===== src/rtl/muldiv_ctrl.sv =====
// HI/LO owner for the EX stage: sequential shift-add multiply and restoring divide.
// Optional build macro MULDIV_DIV0_TRAP_EN turns divide-by-zero into a one-cycle div0_err pulse.
module muldiv_ctrl #(
  parameter int unsigned DATA_W = 32,
  parameter int unsigned CNT_W  = 6
) (
  input  logic              CLK,
  input  logic              RST,
  input  logic              op_valid,
  input  logic [5:0]        funct,
  input  logic [DATA_W-1:0] Rdata1,
  input  logic [DATA_W-1:0] Rdata2,
  input  logic              kill,
  output logic              stall,
  output logic              busy,
  output logic              done,
  output logic [DATA_W-1:0] mf_data,
  output logic [DATA_W-1:0] hi,
  output logic [DATA_W-1:0] lo,
  output logic              div0_err
);

  localparam logic [5:0] F_MFHI  = 6'h10;
  localparam logic [5:0] F_MTHI  = 6'h11;
  localparam logic [5:0] F_MFLO  = 6'h12;
  localparam logic [5:0] F_MTLO  = 6'h13;
  localparam logic [5:0] F_MULT  = 6'h18;
  localparam logic [5:0] F_MULTU = 6'h19;
  localparam logic [5:0] F_DIV   = 6'h1A;
  localparam logic [5:0] F_DIVU  = 6'h1B;

  typedef enum logic [1:0] {S_IDLE, S_CALC, S_FIX} state_e;

  state_e                state_q;
  logic                  busy_q;
  logic                  done_q;
  logic                  is_div_q;
  logic                  neg_lo_q;
  logic                  neg_hi_q;
  logic [CNT_W-1:0]      count_q;
  logic [2*DATA_W-1:0]   acc_q;
  logic [DATA_W-1:0]     b_q;
  logic [DATA_W-1:0]     hi_q;
  logic [DATA_W-1:0]     lo_q;

  logic                  dec_mfhi, dec_mflo, dec_mt, dec_mul, dec_div;
  logic                  recognised, accept, start_op, trap_div0;
  logic                  op_signed, sa, sb, rt_zero;
  logic [DATA_W-1:0]     abs_a, abs_b;

  logic [DATA_W:0]       mul_sum;
  logic [DATA_W:0]       div_shift;
  logic                  div_ge;
  logic [DATA_W-1:0]     div_rem;
  logic [2*DATA_W-1:0]   step_d;
  logic [DATA_W-1:0]     fix_hi_d, fix_lo_d;

  assign dec_mfhi   = (funct == F_MFHI);
  assign dec_mflo   = (funct == F_MFLO);
  assign dec_mt     = (funct == F_MTHI) | (funct == F_MTLO);
  assign dec_mul    = (funct == F_MULT) | (funct == F_MULTU);
  assign dec_div    = (funct == F_DIV)  | (funct == F_DIVU);
  assign recognised = op_valid & (dec_mfhi | dec_mflo | dec_mt | dec_mul | dec_div);

  assign stall  = recognised & busy_q & ~kill;
  assign accept = recognised & ~busy_q & ~kill;

  assign op_signed = ~funct[0];
  assign sa        = op_signed & Rdata1[DATA_W-1];
  assign sb        = op_signed & Rdata2[DATA_W-1];
  assign abs_a     = sa ? -Rdata1 : Rdata1;
  assign abs_b     = sb ? -Rdata2 : Rdata2;
  assign rt_zero   = (Rdata2 == '0);

`ifdef MULDIV_DIV0_TRAP_EN
  assign trap_div0 = dec_div & rt_zero;
`else
  assign trap_div0 = 1'b0;
`endif

  assign start_op = accept & (dec_mul | dec_div) & ~trap_div0;

  // Multiply keeps {partial, multiplier} in acc; divide keeps {remainder, dividend}.
  always_comb begin
    mul_sum   = {1'b0, acc_q[2*DATA_W-1:DATA_W]} + (acc_q[0] ? {1'b0, b_q} : '0);
    div_shift = {acc_q[2*DATA_W-1:DATA_W], acc_q[DATA_W-1]};
    div_ge    = (div_shift >= {1'b0, b_q});
    div_rem   = div_ge ? (div_shift[DATA_W-1:0] - b_q) : div_shift[DATA_W-1:0];
    step_d    = is_div_q ? {div_rem, acc_q[DATA_W-2:0], div_ge}
                         : {mul_sum, acc_q[DATA_W-1:1]};
    if (!is_div_q) begin
      {fix_hi_d, fix_lo_d} = neg_lo_q ? -acc_q : acc_q;
    end else begin
      fix_lo_d = neg_lo_q ? -acc_q[DATA_W-1:0] : acc_q[DATA_W-1:0];
      fix_hi_d = neg_hi_q ? -acc_q[2*DATA_W-1:DATA_W] : acc_q[2*DATA_W-1:DATA_W];
    end
  end

  always_ff @(posedge CLK or negedge RST) begin
    if (!RST) begin
      state_q  <= S_IDLE;
      busy_q   <= 1'b0;
      done_q   <= 1'b0;
      is_div_q <= 1'b0;
      neg_lo_q <= 1'b0;
      neg_hi_q <= 1'b0;
      count_q  <= '0;
      acc_q    <= '0;
      b_q      <= '0;
      hi_q     <= '0;
      lo_q     <= '0;
    end else begin
      done_q <= 1'b0;
      unique case (state_q)
        S_IDLE: begin
          if (accept && dec_mt) begin
            if (funct[1]) lo_q <= Rdata1;
            else          hi_q <= Rdata1;
          end
          if (start_op) begin
            state_q  <= S_CALC;
            busy_q   <= 1'b1;
            count_q  <= '0;
            is_div_q <= dec_div;
            if (dec_div && rt_zero) begin
              // Raw dividend and no sign fix: leaves lo=all-ones, hi=rs.
              acc_q    <= {{DATA_W{1'b0}}, Rdata1};
              b_q      <= '0;
              neg_lo_q <= 1'b0;
              neg_hi_q <= 1'b0;
            end else if (dec_div) begin
              acc_q    <= {{DATA_W{1'b0}}, abs_a};
              b_q      <= abs_b;
              neg_lo_q <= sa ^ sb;
              neg_hi_q <= sa;
            end else begin
              acc_q    <= {{DATA_W{1'b0}}, abs_b};
              b_q      <= abs_a;
              neg_lo_q <= sa ^ sb;
              neg_hi_q <= sa ^ sb;
            end
          end
        end
        S_CALC: begin
          if (kill) begin
            state_q <= S_IDLE;
            busy_q  <= 1'b0;
          end else begin
            acc_q   <= step_d;
            count_q <= count_q + CNT_W'(1);
            if (count_q == CNT_W'(DATA_W - 1)) begin
              state_q <= S_FIX;
              done_q  <= 1'b1;
            end
          end
        end
        S_FIX: begin
          state_q <= S_IDLE;
          busy_q  <= 1'b0;
          if (!kill) begin
            hi_q <= fix_hi_d;
            lo_q <= fix_lo_d;
          end
        end
        default: begin
          state_q <= S_IDLE;
          busy_q  <= 1'b0;
        end
      endcase
    end
  end

`ifdef MULDIV_DIV0_TRAP_EN
  logic div0_err_q;

  always_ff @(posedge CLK or negedge RST) begin
    if (!RST) div0_err_q <= 1'b0;
    else      div0_err_q <= accept & trap_div0;
  end

  assign div0_err = div0_err_q;
`else
  assign div0_err = 1'b0;
`endif

  always_comb begin
    mf_data = '0;
    if (op_valid && dec_mfhi)      mf_data = hi_q;
    else if (op_valid && dec_mflo) mf_data = lo_q;
  end

  // A kill landing in FIX suppresses the commit, so the pulse is masked too.
  assign done = done_q & ~kill;
  assign busy = busy_q;
  assign hi   = hi_q;
  assign lo   = lo_q;

endmodule


===== config.mk =====
export PLATFORM = sky130hd
export DESIGN_NAME = muldiv_ctrl
export DESIGN_NICKNAME = d
export VERILOG_FILES = /design/src/rtl/muldiv_ctrl.sv
export SDC_FILE = /design/constraint.sdc
export NUM_CORES = 1
export LEC_CHECK = 0
export ABC_AREA = 0
export CAP_MARGIN = 20
export CORE_ASPECT_RATIO = 1.5
export CORE_MARGIN = 4
export CORE_UTILIZATION = 53
export DETAILED_ROUTE_END_ITERATION = 7
export GPL_TIMING_DRIVEN = 0
export PLACE_DENSITY = 0.76
export SLEW_MARGIN = 20
export SYNTH_ARGS = -nofsm -noshare
export SYNTH_HDL_FRONTEND = slang
export SYNTH_SLANG_ARGS = --single-unit

===== constraint.sdc =====
create_clock -name CLK -period 5.8 [get_ports CLK]
set_input_delay 0.87 -clock CLK [delete_from_list [all_inputs] [get_ports CLK]]
set_output_delay 0.87 -clock CLK [all_outputs]
set_load 0.01 [all_outputs]

==> implementation parameters, run 1 <==
Parameter                              Value

Pwr
  Maximum ir drop on the vdd rail    0.242 mV
  Leakage    7.79 nW
  Part of the power in combinational logic    48.5%
  Net switching power figure    0.00278 W
  Proportion of power drawn by the clock network    21.2%
  Fraction of power consumed by sequential logic    30.3%
  Internal Power    0.00314 W
  Switching Fraction    46.9%
  Cell area power density    314 mW/mm2

CTS
  Max Root-Sink Buffers    2
  CTS Sinks    173
  Skew-Pair Late Insertion Delay    0.47 ns
  Clk pin slew, worst setup/hold paths    0.08 ns
  Total number of H-tree levels    4
  Root Driver    sky130_fd_sc_hd__clkbuf_16
  Clock tree from TritonCTS    built
  Count of hold-fix buffers inserted at cts    0
  Total of cells resized after clock tree synthesis    0
  CTS buffer count    17
  Buffers inserted by post-CTS timing repair    0

Synth
  Distinct cell type count after synthesis    76
  Synth area leaders    sky130_fd_sc_hd__dfrtp_1 (27%), sky130_fd_sc_hd__o21ai_0 (6.3%), sky130_fd_sc_hd__nor2_1 (6.1%), sky130_fd_sc_hd__xnor2_1 (6.0%), sky130_fd_sc_hd__a21oi_1 (5.6%)
  Post-synthesis instance area    0.0161 mm2
  Cell type with the largest total area after synthesis    sky130_fd_sc_hd__dfrtp_1
  Adder and majority cell fraction of the synthesized area    5.61%
  Mux contribution to synthesized area    4.81%
  Fraction of post-synthesis cell area in the top cell type by area    26.9%
  Compound-cell area share of the yosys netlist    26.1%
  Basic-gate share of the synthesized area counting and, or, nand and nor cells    20.9%
  Largest family of logic cells by synthesized area    compound AO/OA/AOI/OAI gates
  Synth Net Count    2288
  Top FF cell, synth    sky130_fd_sc_hd__dfrtp_1
  Avg Inst Size Synth    7.52 um2
  Fraction of synthesized cell area in xor and xnor cells    10.4%
  Yosys warnings    0
  Fraction of synthesis flops using an asynchronous set or reset pin    100%
  Fraction of the yosys area taken by sequential cells    26.9%
  EDFF count, synth    0
  Count of mapped cells out of synthesis    2143
  Total of flip-flops plus latches after synthesis    173

Timing
  Min cycle time layout    4.89 ns
  Tightest slew margin relative to the limit    23.2%
  Transition time of the tightest slew-check pin    1.15 ns
  Setup repair after global routing missed its margin    no
  Share of the clock period used by the worst path    84.4%
  Final hold violation count    0
  Setup clock skew after layout    0.0128 ns
  TNS Setup    0 ns
  Post-route worst hold slack    0.422 ns
  Max-slew violation count    0
  Number of endpoints failing setup at the final stage    0
  Achievable Freq    204 MHz

Placement
  Port Buf Inserts    161
  Routability-driven placement congestion ratio    1.07
  Placed wire-length estimate    58.4 mm
  Count of placed standard cells including taps    2700

Worst setup path
  Arrival time of the worst setup path    5.21 ns
  Number of cell instances on the worst register-to-register path    14
  Category of the most critical setup path    reg2reg
  Element type at the critical path start    register
  Data required time at the worst endpoint    6.12 ns
  Register-to-register path setup slack    0.91 ns
  Critical-path maximum fanout    10
  Capturing element type of the critical path    register
  Critical R2R Capture    acc_q[61]$_DFFE_PN0P_
  RR Startpoint    acc_q[0]$_DFFE_PN0P_

Job
  Maximum capacitance violations    0

Cells and area
  Net total in the final layout    2469
  Top library cells by usage in the layout, fill and taps aside    sky130_fd_sc_hd__nor2_1 (260), sky130_fd_sc_hd__nand2_1 (227), sky130_fd_sc_hd__o21ai_0 (202)
  Synth-to-layout area growth    17.1%
  Layout cell share with drive strength beyond 1    2.78%
  Post-route non-filler standard cell count    2732
  Most common cell after layout, fill and taps aside    sky130_fd_sc_hd__nor2_1
  Antenna cells    0
  Count of filler cells inserted in the layout    2711

Status
  Result of the run    finished, final reports clean

Floorplanning
  Core area    0.0298 mm2
  Cell Rows    77
  Overall die width    150 um
  Die Outline Area    0.0333 mm2
  Initial standard-cell utilization of the core    54.1%
  I/O Pins    174
  Die Span Y    222 um

Detailed routing
  Via Count    18392
  DRT iter0 DRCs    2329
  Number of detailed-route iterations in the first pass    6
  Final ANT Viol Nets    0
  Number of vias per cell after detailed routing    6.73
  DRC violations left    0
  Final Routed Wirelength    73.4 mm
  Wire per inst    26.9 um

Min path
  HP Class    in2async

GRT
  First-pass GRT wire length    109 mm
  Antenna violations before repair    1
  Number of global-route vias before repair    17958
  Global-route congestion overflow total    0
  Largest net degree at the start of global routing    92
  Global router's overall resource usage    43.3%
-- cell type report --
type	instances	area (um2)	area share (%)
Tap cell	395	494	2.62
Timing Repair Buffer	162	1640	8.71
Clock buffer	17	425	2.25
Clock inverter	15	193	1.02
Sequential cell	173	4330	22.9
Multi-Input combinational cell	1749	10900	58.0
Buffer	154	586	3.10
Inverter	67	251	1.33
-- power groups by stage --
stage | clock network (W) | registers, W | logic (W)
finish | 0.00125 | 0.00180 | 0.00287
global route | 0.00128 | 0.00180 | 0.00311
CTS | 0.00123 | 0.00177 | 0.00280
detailed placement | 0 | 0.00179 | 0.00277
global placement | 0 | 0.00178 | 0.00272
floorplan | 0 | 0.00166 | 0.00190
-- critical path, cell delays in order, from the launching register on --
cell	delay, ns
sky130_fd_sc_hd__dfrtp_1	0.37
sky130_fd_sc_hd__clkbuf_1	0.28
sky130_fd_sc_hd__inv_1	0.28
sky130_fd_sc_hd__clkbuf_1	0.49
sky130_fd_sc_hd__nor2_1	0.13
sky130_fd_sc_hd__ha_1	0.37
sky130_fd_sc_hd__a21o_1	0.20
sky130_fd_sc_hd__a21oi_1	0.19
sky130_fd_sc_hd__o21ai_0	0.10
sky130_fd_sc_hd__a221oi_1	0.91
sky130_fd_sc_hd__o2111ai_1	0.45
sky130_fd_sc_hd__a41oi_1	0.51
sky130_fd_sc_hd__o21ai_0	0.19
sky130_fd_sc_hd__xnor2_1	0.15
sky130_fd_sc_hd__o21ai_0	0.09
-- synth_stat cells, drive strengths merged (36+ instances only) --
cell type,number
xor2,82
nand2,227
nor2,260
o21ai,206
ha,69
mux2i,74
dfrtp,173
a21o,39
clkbuf,143
a21oi,182
xnor2,110
inv,67
nand3,36
nor3,41
-- registers in the layout, summed over array words and instances, names as in the netlist --
name,cells
hi,32
b_q,32
state_q,2
acc_q,64
lo,32
neg_hi_q,1
count_q,6
neg_lo_q,1
busy,1
is_div_q,1
done_q,1
-- worst max-delay path by stage --
stage / from / depth (start not counted) / slack [ns] / to
finish: acc_q[0]$_DFFE_PN0P_ / 14 / 0.91 / acc_q[61]$_DFFE_PN0P_
global route: acc_q[0]$_DFFE_PN0P_ / 14 / 0.61 / acc_q[61]$_DFFE_PN0P_
CTS: acc_q[0]$_DFFE_PN0P_ / 14 / 0.95 / acc_q[61]$_DFFE_PN0P_
detailed placement: funct[4] / 10 / 0.95 / acc_q[18]$_DFFE_PN0P_
global placement: RST / 1 / -3.42 / b_q[4]$_DFFE_PN0P_
floorplan: Rdata1[2] / 11 / 2.46 / b_q[30]$_DFFE_PN0P_
-- metal layers --
| metal | vias up | wire [um] | global-route usage [%] |
|---|---|---|---|
| met1 | 8644 | 23700 | 46.6 |
| met3 | 422 | 6900 | 9.02 |
| met4 | 2 | 7960 | 35.6 |
| met2 | 1296 | 34900 | 71.8 |
| li1 | 8028 | - | - |
| met5 | - | 7 | 0 |
-- metrics by stage --
stage                     total power (W)  utilization (%)  cell area [um2]  setup slack, ns
after detailed placement          0.00456             61.3            18300            0.945
after global routing              0.00619             63.4            18900            0.611
after CTS                         0.00580             63.4            18900            0.947
final                             0.00592             63.4            18900            0.908
after floorplan                   0.00356                -            16100             2.46
after global placement            0.00451             61.2            18200            -3.42
-- cell families (layout without fill, tap and decap cells) --
kind of cell | count (synthesis) | in the layout
AOI/OAI and AO/OA | 674 | 674
muxes | 77 | 77
DFF | 173 | 173
buffers and inverters | 221 | 415
other | 1 | 1
and+or+nand+nor | 734 | 734
adders and majority gates | 71 | 71
xor gates and xnor gates | 192 | 192
Power figures use the tool's default switching activity.
==> run 2, diff against run 1 <==
clock period = 5 ns   (was 5.8 ns; I/O delays follow)
==> implementation parameters, run 2 (synthesis results as in run 1) <==
Parameter                              Value

Pwr
  Internal Power    0.00364 W (+16%)
  Cell area power density    364 mW/mm2 (+16%)
  Switching Fraction    47.0% (about the same)
  Fraction of power consumed by sequential logic    30.3% (about the same)
  Part of the power in combinational logic    48.5% (about the same)
  Net switching power figure    0.00322 W (+16%)
  Leakage    7.80 nW (about the same)
  Maximum ir drop on the vdd rail    0.285 mV (+18%)
  Sum of internal, switching and leakage power    0.00686 W (+16%)
  Proportion of power drawn by the clock network    21.2% (about the same)

Detailed routing
  Detail Route met2 WL    34.7 mm (-0.60%)
  Wire per inst    26.9 um (about the same)
  DRT iter0 DRCs    2324 (-0.21%)
  Number of detailed-route iterations in the first pass    6 (unchanged)
  Number of vias per cell after detailed routing    6.73 (about the same)
  Routed length on met1    23.7 mm (about the same)
  DRC violations left    0 (unchanged)
  Met3 routed wirelength    7.05 mm (+2.2%)
  Highest signal layer in the routed design    met5
  Final Routed Wirelength    73.5 mm (about the same)
  Final ANT Viol Nets    0 (unchanged)
  Via Count    18382 (-0.054%)

Timing
  Share of the clock period used by the worst path    94.0% (+9.6 points)
  Achievable Freq    213 MHz (+4.1%)
  Final hold violation count    0 (unchanged)
  Min cycle time layout    4.70 ns (-0.193 ns)
  Number of endpoints failing setup at the final stage    0 (unchanged)
  Tightest slew margin relative to the limit    23.3% (+0.084 points)
  Max-slew violation count    0 (unchanged)
  Setup repair after global routing missed its margin    no
  Setup clock skew after layout    0.0130 ns (+0.000211 ns)
  Transition time of the tightest slew-check pin    1.15 ns (-0.00126 ns)

Worst setup path
  Element type at the critical path start    register
  Data required time at the worst endpoint    5.32 ns (-0.80 ns)
  Arrival time of the worst setup path    5.02 ns (-0.19 ns)
  Capturing element type of the critical path    register
  Category of the most critical setup path    reg2reg
  Critical-path maximum fanout    10 (unchanged)

GRT
  Number of global-route vias before repair    17964 (+0.033%)
  Antenna violations before repair    1 (unchanged)
  Largest net degree at the start of global routing    92 (unchanged)
  Global-route congestion overflow total    0 (unchanged)
  First-pass GRT wire length    109 mm (unchanged)
  Global router's overall resource usage    43.3% (unchanged)

Min path
  HP Class    in2async

Job
  Maximum capacitance violations    0 (unchanged)

CTS
  Max Root-Sink Buffers    2 (unchanged)
  Clock tree from TritonCTS    built
  Total number of H-tree levels    4 (unchanged)
  Clk pin slew, worst setup/hold paths    0.08 ns (about the same)
  CTS Sinks    173 (unchanged)
  CTS buffer count    17 (unchanged)
  Skew-Pair Late Insertion Delay    0.47 ns (about the same)
  Root Driver    sky130_fd_sc_hd__clkbuf_16

Cells and area
  Register with the most flip-flops    acc_q
  Top library cells by usage in the layout, fill and taps aside    sky130_fd_sc_hd__nor2_1 (260), sky130_fd_sc_hd__nand2_1 (227), sky130_fd_sc_hd__o21ai_0 (202)
  Antenna cells    0 (unchanged)
  Most common cell after layout, fill and taps aside    sky130_fd_sc_hd__nor2_1
  Layout cell share with drive strength beyond 1    2.82% (+0.043 points)
  Combined area of the multi-input logic cells    0.0110 mm2 (about the same)
  Sequential cell area    0.00433 mm2 (unchanged)
  Count of filler cells inserted in the layout    2712 (+0.037%)
  Max FFs per register    64 (unchanged)
  Synth-to-layout area growth    17.2% (about the same)
  Net total in the final layout    2469 (unchanged)
  Post-route non-filler standard cell count    2732 (unchanged)

Floorplanning
  Initial standard-cell utilization of the core    54.1% (unchanged)
  Die Outline Area    0.0333 mm2 (unchanged)
  Core area    0.0298 mm2 (unchanged)
  Die Span Y    222 um (unchanged)
  Cell Rows    77 (unchanged)
  Overall die width    150 um (unchanged)
  I/O Pins    174 (unchanged)

Placement
  Count of placed standard cells including taps    2700 (unchanged)
  Placed wire-length estimate    58.4 mm (unchanged)
  Port Buf Inserts    161 (unchanged)
  Routability-driven placement congestion ratio    1.07 (unchanged)

Status
  Result of the run    finished, final reports clean
==> run 2: cell counts in the layout (fill, tap and decap cells not counted) <==
Identical to the previous run, type by type.
==> run 2: power by group through the flow <==
stage / registers (W) / logic, W / clock network [W]
2_1_floorplan: 0.00193 / 0.00220 / 0
4_1_cts: 0.00205 / 0.00324 / 0.00143
3_5_place_dp: 0.00208 / 0.00322 / 0
5_1_grt: 0.00209 / 0.00360 / 0.00149
6_report: 0.00208 / 0.00333 / 0.00145
3_3_place_gp: 0.00207 / 0.00316 / 0
==> run 2: path summary, 6_finish.rpt <==
| kind | startpoint | to | slack (ns) | cells past startpoint |
|---|---|---|---|---|
| min reg2reg | lo[3]$_DFFE_PN0P_ | lo[3]$_DFFE_PN0P_ | 0.51 | 2 |
| min in group CLK | lo[3]$_DFFE_PN0P_ | lo[3]$_DFFE_PN0P_ | 0.51 | 2 |
| max reg2reg | acc_q[41]$_DFFE_PN0P_ | acc_q[59]$_DFFE_PN0P_ | 0.30 | 12 |
| max | acc_q[41]$_DFFE_PN0P_ | acc_q[59]$_DFFE_PN0P_ | 0.30 | 12 |
| min | RST | acc_q[59]$_DFFE_PN0P_ | 0.30 | 1 |
| max in group asynchronous | RST | acc_q[3]$_DFFE_PN0P_ | 3.79 | 2 |
==> run 2: worst max-delay path: stages, from the launching register on <==
cell,delay (ns)
sky130_fd_sc_hd__dfrtp_1,0.72
sky130_fd_sc_hd__ha_1,0.33
sky130_fd_sc_hd__clkbuf_1,0.20
sky130_fd_sc_hd__a21oi_1,0.42
sky130_fd_sc_hd__o21ai_0,0.15
sky130_fd_sc_hd__or3_1,0.33
sky130_fd_sc_hd__a211oi_1,0.53
sky130_fd_sc_hd__o21ai_0,0.19
sky130_fd_sc_hd__nand3_1,0.48
sky130_fd_sc_hd__clkbuf_1,0.67
sky130_fd_sc_hd__nor2_1,0.19
sky130_fd_sc_hd__a21oi_1,0.19
sky130_fd_sc_hd__o21ai_0,0.12
==> run 2: routing by layer <==
metal  track usage (%)  vias to the layer above
li1                  -                     8032
met1              46.6                     8611
met2              71.7                     1294
met3              9.02                      443
met4              35.7                        2
met5                 0                        -
==> run 2: area by class of cell <==
cell class,count,area share (%)
Clock buffer,17,2.25
Timing Repair Buffer,162,8.71
Sequential cell,173,22.9
Inverter,67,1.33
Tap cell,395,2.62
Clock inverter,15,1.02
Buffer,154,3.10
Multi-Input combinational cell,1749,58.0
==> run 2: through the flow <==
| stage | setup TNS [ns] | area (um2) | hold WS (ns) | worst slack [ns] | util, % |
|---|---|---|---|---|---|
| after floorplan | 0 | 16100 | 0.450 | 1.72 | - |
| after global placement | -705.25 | 18200 | 0.470 | -4.10 | 61.2 |
| after detailed placement | 0 | 18300 | 0.484 | 0.162 | 61.3 |
| after CTS | 0 | 18900 | 0.339 | 0.147 | 63.4 |
| after global routing | 0 | 18900 | 0.356 | 0.141 | 63.4 |
| final | 0 | 18900 | 0.296 | 0.301 | 63.4 |
==> run 2: timing repair <==
| action | in CTS | in global routing |
|---|---|---|
| endpoints found under the setup margin | 0 | 6 |
| hold buffers | 0 | 0 |
| resized for setup | 0 | 1 |
| buffers inserted | 0 | 0 |
==> run 3, diff against run 2 <==
CTS_CLUSTER_DIAMETER = 200   (was default)
RECOVER_POWER = 50   (was default)
SETUP_SLACK_MARGIN = 0.4   (was default)
==> implementation parameters, run 3 (synthesis results as in run 1) <==
Parameter                              Value

Status
  Result of the run    complete, but fails checks
  Violated checks    capacitance limit, slew limit

Cells and area
  Count of filler cells inserted in the layout    2711 (-0.037%)
  Final core utilization    63.4% (about the same)
  Post-route non-filler standard cell count    2732 (unchanged)
  Layout cell share with drive strength beyond 1    3.00% (+0.17 points)
  Synth-to-layout area growth    17.1% (about the same)
  Top library cells by usage in the layout, fill and taps aside    sky130_fd_sc_hd__nor2_1 (260), sky130_fd_sc_hd__nand2_1 (227), sky130_fd_sc_hd__o21ai_0 (202)
  Antenna cells    0 (unchanged)
  Most common cell after layout, fill and taps aside    sky130_fd_sc_hd__nor2_1
  Net total in the final layout    2469 (unchanged)
  Sequential cell area    0.00433 mm2 (unchanged)
  Max FFs per register    64 (unchanged)
  Register with the most flip-flops    acc_q
  Combined area of the multi-input logic cells    0.0110 mm2 (+0.10%)

GRT
  Largest net degree at the start of global routing    92 (unchanged)
  Antenna violations before repair    1 (unchanged)
  Number of global-route vias before repair    17964 (unchanged)
  Global-route congestion overflow total    0 (unchanged)
  First-pass GRT wire length    109 mm (unchanged)
  Global router's overall resource usage    43.3% (unchanged)

Detailed routing
  Final ANT Viol Nets    0 (unchanged)
  DRC violations left    0 (unchanged)
  Number of vias per cell after detailed routing    6.70 (-0.37%)
  Via Count    18314 (-0.37%)
  Number of detailed-route iterations in the first pass    6 (unchanged)
  Wire per inst    26.9 um (about the same)
  DRT iter0 DRCs    2226 (-4.2%)
  Final Routed Wirelength    73.4 mm (about the same)

Placement
  Placed wire-length estimate    58.4 mm (unchanged)
  Port Buf Inserts    161 (unchanged)
  Count of placed standard cells including taps    2700 (unchanged)
  Routability-driven placement congestion ratio    1.07 (unchanged)

Timing
  Min cycle time layout    4.59 ns (-0.107 ns)
  Post-route worst hold slack    0.504 ns (+0.208 ns)
  Share of the clock period used by the worst path    91.9% (-2.1 points)
  Number of endpoints failing setup at the final stage    0 (unchanged)
  Setup repair after global routing missed its margin    yes
  TNS Setup    0 ns (unchanged)
  Transition time of the tightest slew-check pin    2.45 ns (+1.31 ns)
  Max-slew violation count    176 (+176)
  Setup clock skew after layout    0.0128 ns (-0.000246 ns)
  Final hold violation count    0 (unchanged)
  Achievable Freq    218 MHz (+2.3%)
  Tightest slew margin relative to the limit    -63.6% (-87 points)

Worst setup path
  Arrival time of the worst setup path    4.96 ns (-0.06 ns)
  Category of the most critical setup path    reg2reg
  Critical R2R Capture    acc_q[37]$_DFFE_PN0P_
  Number of cell instances on the worst register-to-register path    11 (-1)
  Element type at the critical path start    register
  Worst setup endpoint    acc_q[37]$_DFFE_PN0P_
  RR Startpoint    acc_q[41]$_DFFE_PN0P_
  Launch point of the critical path    acc_q[41]$_DFFE_PN0P_
  Critical-path maximum fanout    10 (unchanged)
  Register-to-register path setup slack    0.41 ns (+0.11 ns)
  Data required time at the worst endpoint    5.37 ns (+0.05 ns)
  Capturing element type of the critical path    register

Floorplanning
  Die Outline Area    0.0333 mm2 (unchanged)
  Die Span Y    222 um (unchanged)
  Core area    0.0298 mm2 (unchanged)
  Initial standard-cell utilization of the core    54.1% (unchanged)
  Overall die width    150 um (unchanged)
  Cell Rows    77 (unchanged)
  I/O Pins    174 (unchanged)

CTS
  Skew-Pair Late Insertion Delay    0.47 ns (about the same)
  Max Root-Sink Buffers    2 (unchanged)
  Root Driver    sky130_fd_sc_hd__clkbuf_16
  Clock tree from TritonCTS    built
  Clk pin slew, worst setup/hold paths    0.08 ns (about the same)
  Count of hold-fix buffers inserted at cts    0 (unchanged)
  CTS buffer count    17 (unchanged)
  Total number of H-tree levels    4 (unchanged)
  CTS Sinks    173 (unchanged)

Min path
  Number of cells on the worst hold path    1
  HP Class    reg2reg

Pwr
  Maximum ir drop on the vdd rail    0.283 mV (-0.77%)
  Cell area power density    363 mW/mm2 (-0.19%)
  Leakage    7.94 nW (+1.8%)

Job
  Maximum capacitance violations    2 (+2)
## run 3: changes by cell type in the layout (fill, tap and decap cells not counted), sizes merged
cell	delta
buf	-1
dlygate4sd3	+48
clkbuf	+1
clkdlybuf4s50	-48
## run 3: what timing repair did
item	CTS	global route
gates cloned	0	0
gates resized for setup	1	11
setup buffers	0	0
endpoints found under the setup margin	6	32
## run 3: worst max-delay path, cell delays in order, from the launching register on
cell                       delay [ns]
sky130_fd_sc_hd__dfrtp_1         0.72
sky130_fd_sc_hd__ha_1            0.33
sky130_fd_sc_hd__clkbuf_1        0.20
sky130_fd_sc_hd__a21oi_1         0.42
sky130_fd_sc_hd__o21ai_0         0.15
sky130_fd_sc_hd__or3_1           0.33
sky130_fd_sc_hd__a211oi_1        0.52
sky130_fd_sc_hd__o21ai_0         0.18
sky130_fd_sc_hd__nand3_1         0.47
sky130_fd_sc_hd__clkbuf_1        0.70
sky130_fd_sc_hd__a21oi_1         0.22
sky130_fd_sc_hd__o221ai_1        0.23
## run 3: metal layers
layer  wire, um  vias up  track usage, %
met5          7        -               0
met4       8210        2            35.7
met3       6840      434            9.02
met2      34600     1269            71.7
met1      23700     8589            46.6
li1           -     8020               -
## run 3: metrics by stage
step           total power [W]  setup WS (ns)  cell area [um2]
6_report               0.00685          0.407            18900
5_1_grt                0.00717          0.214            18900
4_1_cts                0.00672          0.501            18900
3_5_place_dp           0.00529          0.162            18300
3_3_place_gp           0.00523          -4.10            18200
2_1_floorplan          0.00413           1.72            16100
## run 3: worst min path at each step
stage                   startpoint                     to
3_5_place_dp   b_q[13]$_DFFE_PN0P_    b_q[13]$_DFFE_PN0P_
3_3_place_gp    b_q[9]$_DFFE_PN0P_     b_q[9]$_DFFE_PN0P_
2_1_floorplan                  RST   acc_q[0]$_DFFE_PN0P_
6_report         lo[9]$_DFFE_PN0P_      lo[9]$_DFFE_PN0P_
4_1_cts                        RST  acc_q[57]$_DFFE_PN0P_
5_1_grt         lo[12]$_DFFE_PN0P_     lo[12]$_DFFE_PN0P_
## run 3: power by group
part	internal [W]	switching (W)	total [W]
sequential	0.00165	0.000431	0.00208
combinational	0.00125	0.00207	0.00332
clock	0.000726	0.000719	0.00145
total	0.00363	0.00322	0.00685
## run 3: layout make-up
type,count,area share [%]
Inverter,67,1.33
Clock buffer,17,2.26
Multi-Input combinational cell,1749,58.1
Sequential cell,173,23.0
Timing Repair Buffer,162,8.54
Tap cell,395,2.62
Buffer,154,3.13
Clock inverter,15,1.02
